--- src/rtl/led_status_pkg.sv ---
// Shared constants for the status-LED controller: mode codes and field widths.
package led_status_pkg;

    localparam int unsigned LED_MODE_W = 3;
    localparam int unsigned LED_ADDR_W = 3;

    localparam logic [LED_MODE_W-1:0] LED_MODE_OFF        = LED_MODE_W'(0);
    localparam logic [LED_MODE_W-1:0] LED_MODE_ON         = LED_MODE_W'(1);
    localparam logic [LED_MODE_W-1:0] LED_MODE_BREATH     = LED_MODE_W'(2);
    localparam logic [LED_MODE_W-1:0] LED_MODE_BLINK_SLOW = LED_MODE_W'(3);
    localparam logic [LED_MODE_W-1:0] LED_MODE_BLINK_FAST = LED_MODE_W'(4);
    localparam logic [LED_MODE_W-1:0] LED_MODE_EVENT      = LED_MODE_W'(5);

endpackage

--- src/rtl/led_pulse_stretch.sv ---
// One event stretch counter: a trigger (re)loads PULSE_CYC, then counts down to zero.
module led_pulse_stretch
    import led_status_pkg::*;
#(
    parameter int unsigned PULSE_CYC = 5000000
) (
    input  logic i_clk,
    input  logic i_rstn,
    input  logic i_trig,
    output logic o_active
);

    localparam int unsigned CNT_W = $clog2(PULSE_CYC + 1);

    logic [CNT_W-1:0] cnt_q;
    logic [CNT_W-1:0] cnt_d;

    // Reload wins over decrement so a retrigger restarts a full flash.
    always_comb begin
        cnt_d = cnt_q;
        if (i_trig) begin
            cnt_d = CNT_W'(PULSE_CYC);
        end else if (cnt_q != '0) begin
            cnt_d = cnt_q - CNT_W'(1);
        end
    end

    always_ff @(posedge i_clk or negedge i_rstn) begin
        if (!i_rstn) begin
            cnt_q <= '0;
        end else begin
            cnt_q <= cnt_d;
        end
    end

    assign o_active = (cnt_q != '0);

endmodule

--- src/rtl/led_status_ctrl.sv ---
// Per-channel status-LED controller: mode registers, shared blink prescaler, registered
// active-low drive. EVENT mode and stretch counters exist only with LED_STATUS_EVT_EN.
module led_status_ctrl
    import led_status_pkg::*;
#(
    parameter int unsigned N_LED     = 4,
    parameter int unsigned BLINK_DIV = 24,
    parameter int unsigned PULSE_CYC = 5000000
) (
    input  logic                  i_clk,
    input  logic                  i_rstn,
    input  logic                  i_breath,
    input  logic                  i_wr_en,
    input  logic [LED_ADDR_W-1:0] i_wr_addr,
    input  logic [LED_MODE_W-1:0] i_wr_data,
    input  logic [N_LED-1:0]      i_evt,
    output logic [N_LED-1:0]      o_led_n
);

    logic [N_LED-1:0][LED_MODE_W-1:0] mode_q;
    logic [N_LED-1:0][LED_MODE_W-1:0] mode_d;
    logic [BLINK_DIV-1:0]             blink_q;
    logic [BLINK_DIV-1:0]             blink_d;
    logic [N_LED-1:0]                 led_n_q;
    logic [N_LED-1:0]                 led_n_d;

`ifdef LED_STATUS_EVT_EN
    logic [N_LED-1:0] evt_active;

    for (genvar g = 0; g < N_LED; g++) begin : g_stretch
        led_pulse_stretch #(
            .PULSE_CYC (PULSE_CYC)
        ) u_stretch (
            .i_clk    (i_clk),
            .i_rstn   (i_rstn),
            .i_trig   (i_evt[g]),
            .o_active (evt_active[g])
        );
    end
`else
    logic unused_evt;
    assign unused_evt = ^i_evt;
`endif

    always_comb begin
        mode_d  = mode_q;
        blink_d = blink_q + BLINK_DIV'(1);
        led_n_d = '1;

        // Out-of-range addresses match no channel and are dropped.
        for (int i = 0; i < N_LED; i++) begin
            if (i_wr_en && (i_wr_addr == LED_ADDR_W'(i))) begin
                mode_d[i] = i_wr_data;
            end
        end

        for (int i = 0; i < N_LED; i++) begin
            case (mode_q[i])
                LED_MODE_OFF:        led_n_d[i] = 1'b1;
                LED_MODE_ON:         led_n_d[i] = 1'b0;
                LED_MODE_BREATH:     led_n_d[i] = i_breath;
                LED_MODE_BLINK_SLOW: led_n_d[i] = ~blink_q[BLINK_DIV-1];
                LED_MODE_BLINK_FAST: led_n_d[i] = ~blink_q[BLINK_DIV-3];
`ifdef LED_STATUS_EVT_EN
                LED_MODE_EVENT:      led_n_d[i] = ~evt_active[i];
`endif
                default:             led_n_d[i] = 1'b1;
            endcase
        end
    end

    always_ff @(posedge i_clk or negedge i_rstn) begin
        if (!i_rstn) begin
            mode_q  <= '0;
            blink_q <= '0;
            led_n_q <= '1;
        end else begin
            mode_q  <= mode_d;
            blink_q <= blink_d;
            led_n_q <= led_n_d;
        end
    end

    assign o_led_n = led_n_q;

endmodule

--- config.mk ---
export PLATFORM = sky130hd
export DESIGN_NAME = led_status_ctrl
export DESIGN_NICKNAME = d
export VERILOG_FILES = /design/src/rtl/led_status_pkg.sv /design/src/rtl/led_pulse_stretch.sv /design/src/rtl/led_status_ctrl.sv
export SDC_FILE = /design/constraint.sdc
export NUM_CORES = 1
export LEC_CHECK = 0
export BUFFER_PORTS_ARGS = -buffer_cell sky130_fd_sc_hd__buf_2
export CORE_MARGIN = 2
export CORE_UTILIZATION = 55
export CTS_CLUSTER_DIAMETER = 30
export CTS_CLUSTER_SIZE = 12
export DETAILED_ROUTE_END_ITERATION = 16
export PLACE_DENSITY = 0.73
export SLEW_MARGIN = 15
export SYNTH_ARGS = -nofsm -noshare
export SYNTH_HDL_FRONTEND = slang
export SYNTH_SLANG_ARGS = --single-unit
--- constraint.sdc ---
create_clock -name i_clk -period 2.7 [get_ports i_clk]
set_clock_uncertainty 0.15 [all_clocks]
set_input_delay 0.54 -clock i_clk [delete_from_list [all_inputs] [get_ports i_clk]]
set_output_delay 0.54 -clock i_clk [all_outputs]
set_load 0.02 [all_outputs]
==> results by group, run 1 <==
Worst setup path
  – WS Path Type: reg -> reg
  – CP endpoint kind: register
  – FF-to-FF path depth: 5
  – CP delay by family, top: simple AND/OR/NAND/NOR gates
  – FF-to-FF setup slack: 960 ps
  – CP Buf/Inv Count: 0
  – Slowest stage cell, crit path: dfrtp_1
  – Required @ worst endpoint: 2800 ps
  – Crit path largest cell delay: 410 ps
  – Crit-path max FO: 4
  – Crit-path cells: ha_1 > nand4_2 > nor4_4 > nand3_1 > xnor2_1
  – Reg2Reg Capture Point: blink_q[18]
  – Reg-to-Reg Start: blink_q[0]
  – CP startpoint kind: register
  – Worst EP arrival: 1840 ps

Die
  – Row cnt: 20
  – Total core area: 3050 um^2
  – I/O pin count: 18
  – Die Area: 3690 um^2
  – Die width: 60.7 um
  – Initial core utilization: 58.0%
  – Die Y: 60.7 um

Final layout
  – Ant. Diodes: 0
  – Area Growth Syn to Fin: 12.2%
  – FILL cells: 255
  – Share of layout cells above drive strength 1: 25.0%
  – Non-Filler Cell Area, Final: 1980 um^2
  – Leading cell type in the layout, fill and taps excluded: dfrtp_1
  – # nets final: 182
  – Most frequent cells in the layout: dfrtp_1, nand2_1, xnor2_1
  – FF/Latch Area: 1010 um^2
  – Multi-input gate area: 733 um^2

Global routing
  – Initial antenna violation count: 0
  – Tot GR Track Use: 19.0%
  – Pin count of the biggest net entering global routing: 41
  – Vias in the first global route: 1131
  – Grt ovf: 0
  – First-pass GRT wire length: 4920 um

Drt
  – Drt via density: 5.32
  – DRT iter0 DRCs: 37
  – Final ANT Viol Nets: 0
  – Vias: 1127
  – DRC viols: 0
  – Total Wirelength: 3040 um
  – Wire length per cell: 14.3 um
  – Pre-antenna DRT Iters: 4

Yosys
  – Mean post-synth cell area: 12.0 um^2
  – Post-Synthesis Cells: 147
  – Mapped Area: 1770 um^2
  – FF+latch count, synth: 40
  – Sequential element share of the synthesized area: 56.9%
  – Mapped Nets: 162
  – Synth Warn #: 0
  – Distinct cells, synth: 27

Place
  – Number of I/O port buffers: 13
  – Placed Area: 1890 um^2
  – Hpwl dp: 2170 um
  – Gpl congestion: 0.791

STA
  – F_max: 574 MHz
  – Actual slew at the worst max-slew pin: 861 ps
  – Fin crit period: 1740 ps
  – Period utilization: 64.6%
  – Setup TNS: 0 ps
  – Final Hold Viols: 0
  – RSZ-0062 raised after global routing: no
  – Slew headroom: 42.6%
  – Final Max Slew Viols: 0
  – Final Setup Violations: 0

Pwr
  – PwrDens: 657 nW/um^2
  – Total power: 1.30 mW
  – VDD IR-drop max: 0.000355 V
  – Static Leak: 0.951 nW

CTS
  – Post-CTS Setup Bufs: 0
  – Clk root buf: clkbuf_4
  – # H-tree levels: 2
  – Num CTS Buffers: 5
  – Clk sinks: 40
  – Clock transition at path regs: 120 ps
  – Hold_buf cts: 0
  – CTS tree: yes
  – Clock latency on the worst-skew pair: 350 ps
  – # resized after CTS: 0
  – Clk buf depth: 2

Outcome
  – Status: completed

Hold path
  – HP Class: in -> async

Flow run
  – Number of max-cap violations: 0
## cells in the mapped netlist
cell | instances | area [um^2]
a21oi_1 | 4 | 20.0
or3_4 | 1 | 11.3
a21o_1 | 3 | 22.5
and4bb_2 | 2 | 25.0
nor4b_1 | 1 | 8.76
and3_1 | 3 | 18.8
nor4_4 | 1 | 21.3
o21ai_0 | 3 | 15.0
dfstp_2 | 4 | 105
mux2_2 | 10 | 113
a31oi_1 | 1 | 6.26
nand4b_1 | 1 | 8.76
nand3_1 | 7 | 35.0
a311oi_1 | 3 | 26.3
dfrtp_1 | 36 | 901
and4_1 | 1 | 8.76
inv_1 | 8 | 30.0
nand4_2 | 1 | 12.5
xor2_1 | 8 | 70.1
nor2_1 | 10 | 37.5
nand2_1 | 16 | 60.1
nor4b_4 | 1 | 23.8
nand3_4 | 1 | 17.5
xnor2_1 | 14 | 123
ha_1 | 1 | 12.5
nor3_1 | 1 | 5.00
nand4_1 | 5 | 31.3
## registers in the layout (all words and copies together) (netlist names)
register / flops
blink_q: 24
o_led_n: 4
mode_q: 12
## final cells by class
| type | instances | area share [%] |
|---|---|---|
| clock inverter | 1 | 1.51 |
| inverter | 8 | 1.51 |
| clock buffer | 7 | 3.28 |
| sequential | 40 | 50.7 |
| multi-input combinational | 99 | 36.9 |
| timing repair buffer | 13 | 3.28 |
| tap | 44 | 2.77 |
## layer usage
layer,track usage (%),vias to the layer above,share of wire (%)
met5,0,-,0
met4,9.32,0,2.1
met3,5.76,6,2.5
met2,31.0,11,51
met1,22.9,560,44
li1,-,550,-
## worst max-delay path by stage
stage	start	end	slack [ps]	cells after the start
global route	blink_q[0]	blink_q[18]	810	5
finish	blink_q[0]	blink_q[18]	960	5
floorplan	i_wr_addr[0]	mode_q[0]	1010	2
detailed placement	i_wr_addr[0]	mode_q[1]	750	3
global placement	i_wr_addr[0]	mode_q[2]	830	3
CTS	blink_q[0]	blink_q[18]	910	5
## through the flow
| step | std cells | util [%] | worst slack [ps] | hold WS, ps |
|---|---|---|---|---|
| 2_1_floorplan | 147 | - | 1010 | 94.4 |
| 3_3_place_gp | 204 | 61.9 | 828 | 282 |
| 3_5_place_dp | 204 | 61.9 | 747 | 299 |
| 4_1_cts | 212 | 65.0 | 908 | 151 |
| 5_1_grt | 212 | 65.0 | 808 | 186 |
| 6_report | 212 | 65.0 | 956 | 132 |
## power by group
group	internal [mW]	switching [mW]
Combinational	0.0708	0.0844
Clock	0.246	0.199
Sequential	0.668	0.0362
## kinds of logic (layout without fill, tap and decap cells)
| kind of cell | count (synthesis) | count (layout) | share of synthesized area [%] |
|---|---|---|---|
| fa+ha+maj | 1 | 1 | 0.707 |
| buf+inv | 8 | 29 | 1.70 |
| xor+xnor | 22 | 22 | 10.9 |
| compound gates | 14 | 14 | 5.09 |
| flops | 40 | 40 | 56.9 |
| mux | 10 | 10 | 6.37 |
| simple gates | 52 | 52 | 18.4 |
No activity file was read; power rests on OpenSTA's default activity.
==> inputs of run 2 (changes only) <==
- clock period: 2.7 -> 1.8 ns (I/O delays scaled with it)
==> run 2 against run 1 <==
Sequential share of layout area down 0.57 points; largest power group unchanged; non-clock buffer count up 4; critical path type unchanged; via count up 1.2%.
==> results by group, run 2 (synthesis gave the netlist of run 1 again) <==
Pwr
  – Sw Pwr: 0.469 mW (+47%)
  – VDD IR-drop max: 0.000557 V (+57%)
  – Static Leak: 0.950 nW (about the same)
  – Internal power: 1.30 mW (+32%)
  – Register share of total power: 59.7% (+5.7 points)
  – Clock Power Share: 26.7% (-7.4 points)
  – Gate power share: 13.6% (+1.7 points)
  – Switching Share: 26.5% (+2.0 points)
  – PwrDens: 882 nW/um^2 (+34%)

Die
  – I/O pin count: 18 (unchanged)
  – Row cnt: 20 (unchanged)
  – Die width: 60.7 um (unchanged)
  – Total core area: 3050 um^2 (unchanged)
  – Die Area: 3690 um^2 (unchanged)
  – Initial core utilization: 58.0% (unchanged)
  – Die Y: 60.7 um (unchanged)

STA
  – Final Max Slew Viols: 0 (unchanged)
  – Final Hold Viols: 0 (unchanged)
  – F_max: 589 MHz (+2.8%)
  – Fin crit period: 1700 ps (-47.0 ps)
  – Hold_ws: 123 ps (-8.52 ps)
  – Period utilization: 94.3% (+30 points)
  – RSZ-0062 raised after global routing: no
  – Actual slew at the worst max-slew pin: 438 ps (-423 ps)
  – Setup TNS: 0 ps (unchanged)
  – Slack of the critical path: 103 ps (-853 ps)
  – Slew headroom: 70.8% (+28 points)
  – Final Setup Violations: 0 (unchanged)

CTS
  – Num CTS Buffers: 5 (unchanged)
  – Clock transition at path regs: 110 ps (about the same)
  – Clk sinks: 40 (unchanged)
  – CTS tree: yes
  – Clk buf depth: 2 (unchanged)
  – Clk root buf: clkbuf_4
  – # H-tree levels: 2 (unchanged)
  – Clock latency on the worst-skew pair: 360 ps (about the same)

Worst setup path
  – FF-to-FF setup slack: 100 ps (-850 ps)
  – CP endpoint kind: register
  – FF-to-FF path depth: 5 (unchanged)
  – Slowest stage cell, crit path: dfrtp_1
  – Required @ worst endpoint: 1930 ps (-870 ps)
  – Crit-path cells: ha_2 > nand4_4 > or3_4 > nor2_1 > xor2_1
  – CP startpoint kind: register
  – Crit-path max FO: 4 (unchanged)
  – Reg-to-Reg Start: blink_q[0]
  – Reg2Reg Capture Point: blink_q[12]
  – CP delay by family, top: simple AND/OR/NAND/NOR gates
  – Worst path depth: 5 (unchanged)
  – Worst EP arrival: 1830 ps (about the same)
  – Critical path startpoint: blink_q[0]
  – WS Path Type: reg -> reg
  – CP Buf/Inv Count: 0 (unchanged)
  – Crit path largest cell delay: 410 ps (about the same)
  – Worst Setup EP: blink_q[12]

Global routing
  – Initial antenna violation count: 0 (unchanged)
  – Tot GR Track Use: 19.9% (+0.97 points)
  – Vias in the first global route: 1165 (+3.0%)
  – Pin count of the biggest net entering global routing: 24 (-41%)
  – Grt ovf: 0 (unchanged)
  – First-pass GRT wire length: 5160 um (+4.9%)

Place
  – Hpwl dp: 2200 um (+1.3%)
  – Placed Cells: 206 (+0.98%)
  – Post-place setup slack: 44.1 ps (-703 ps)
  – Gpl congestion: 0.769 (-2.8%)
  – Number of I/O port buffers: 13 (unchanged)

Final layout
  – Most flops, register: blink_q
  – Final non-filler cell total: 216 (+1.9%)
  – Max reg flops: 24 (unchanged)
  – FF/Latch Area: 1010 um^2 (unchanged)
  – FILL cells: 247 (-3.1%)
  – Leading cell type in the layout, fill and taps excluded: dfrtp_1
  – Most frequent cells in the layout: dfrtp_1, nand2_1, xnor2_1
  – # nets final: 186 (+2.2%)
  – Ant. Diodes: 0 (unchanged)
  – Finished Core Util: 65.7% (+0.74 points)
  – Multi-input gate area: 744 um^2 (+1.5%)
  – Area Growth Syn to Fin: 13.4%
  – Share of layout cells above drive strength 1: 26.7% (+1.7 points)

Hold path
  – Hold Crit Start: i_wr_data[0]
  – HP Class: in -> reg

Drt
  – Total Wirelength: 3060 um (+0.63%)
  – Vias: 1140 (+1.2%)
  – DRC viols: 0 (unchanged)
  – Final ANT Viol Nets: 0 (unchanged)
  – Drt via density: 5.28 (-0.72%)
  – DRT iter0 DRCs: 43 (+16%)
  – Pre-antenna DRT Iters: 4 (unchanged)
  – Wire length per cell: 14.2 um (-1.2%)

Outcome
  – Status: completed

Flow run
  – Number of max-cap violations: 0 (unchanged)
[run 2: cell types whose count changed in the layout (fill, tap and decap cells not counted)]
cell and delta:
buf_4 +2, clkinv_2 +2, buf_12 +1, bufinv_16 -1
clkbuf_8 -1, dlygate4sd3_1 +1, ha_1 -1, ha_2 +1
nand4_2 -1, nand4_4 +1
[run 2: worst reg2reg max path, delay by kind of cell, from the launching register on]
family	cells	cell delay, ps
XOR/XNOR	1	150
flip-flops	1	410
AND/OR/NAND/NOR	3	670
adder cells (fa/ha/maj)	1	240
[run 2: stage by stage]
| step | instance area (um^2) | power (mW) |
|---|---|---|
| finish | 2010 | 1.77 |
| global route | 2010 | 1.86 |
| CTS | 1990 | 1.78 |
| detailed placement | 1920 | 1.31 |
| global placement | 1920 | 1.29 |
| floorplan | 1770 | 1.22 |
[run 2: layout make-up]
type | count | area share, %
multi-input cells | 99 | 37.1
inverters | 8 | 1.50
well taps | 44 | 2.74
flip-flops and latches | 40 | 50.1
clock buffers | 6 | 2.56
clock inverters | 2 | 0.499
repair buffers | 17 | 5.49
[run 2: how the worst min path moves through the flow]
stage | endpoint | slack (ps) | cells past startpoint
final | mode_q[6] | 120 | 3
after global routing | mode_q[8] | 140 | 2
after CTS | mode_q[6] | 110 | 3
after detailed placement | blink_q[19] | 170 | 1
after global placement | blink_q[19] | 160 | 1
after floorplan | blink_q[0] | -90 | 0
[run 2: power by group through the flow]
stage / logic (mW) / clock network, mW / registers [mW]
2_1_floorplan: 0.119 / 0 / 1.10
3_3_place_gp: 0.227 / 0 / 1.07
3_5_place_dp: 0.239 / 0 / 1.07
4_1_cts: 0.242 / 0.483 / 1.06
5_1_grt: 0.266 / 0.521 / 1.07
6_report: 0.240 / 0.473 / 1.06
[run 2: routing by layer]
| metal | up-vias | part of all wire [%] | GRT usage (%) |
|---|---|---|---|
| met5 | - | 0 | 0 |
| met3 | 9 | 2.6 | 4.48 |
| met1 | 556 | 45 | 25.4 |
| met2 | 11 | 50 | 30.9 |
| li1 | 564 | - | - |
| met4 | 0 | 2.5 | 12.7 |
[run 2: timing repair]
item,in CTS,in global routing
hold endpoints to repair,17,0
resized for setup,0,2
hold buffers,1,0
buffers inserted,0,1
endpoints found under the setup margin,0,6
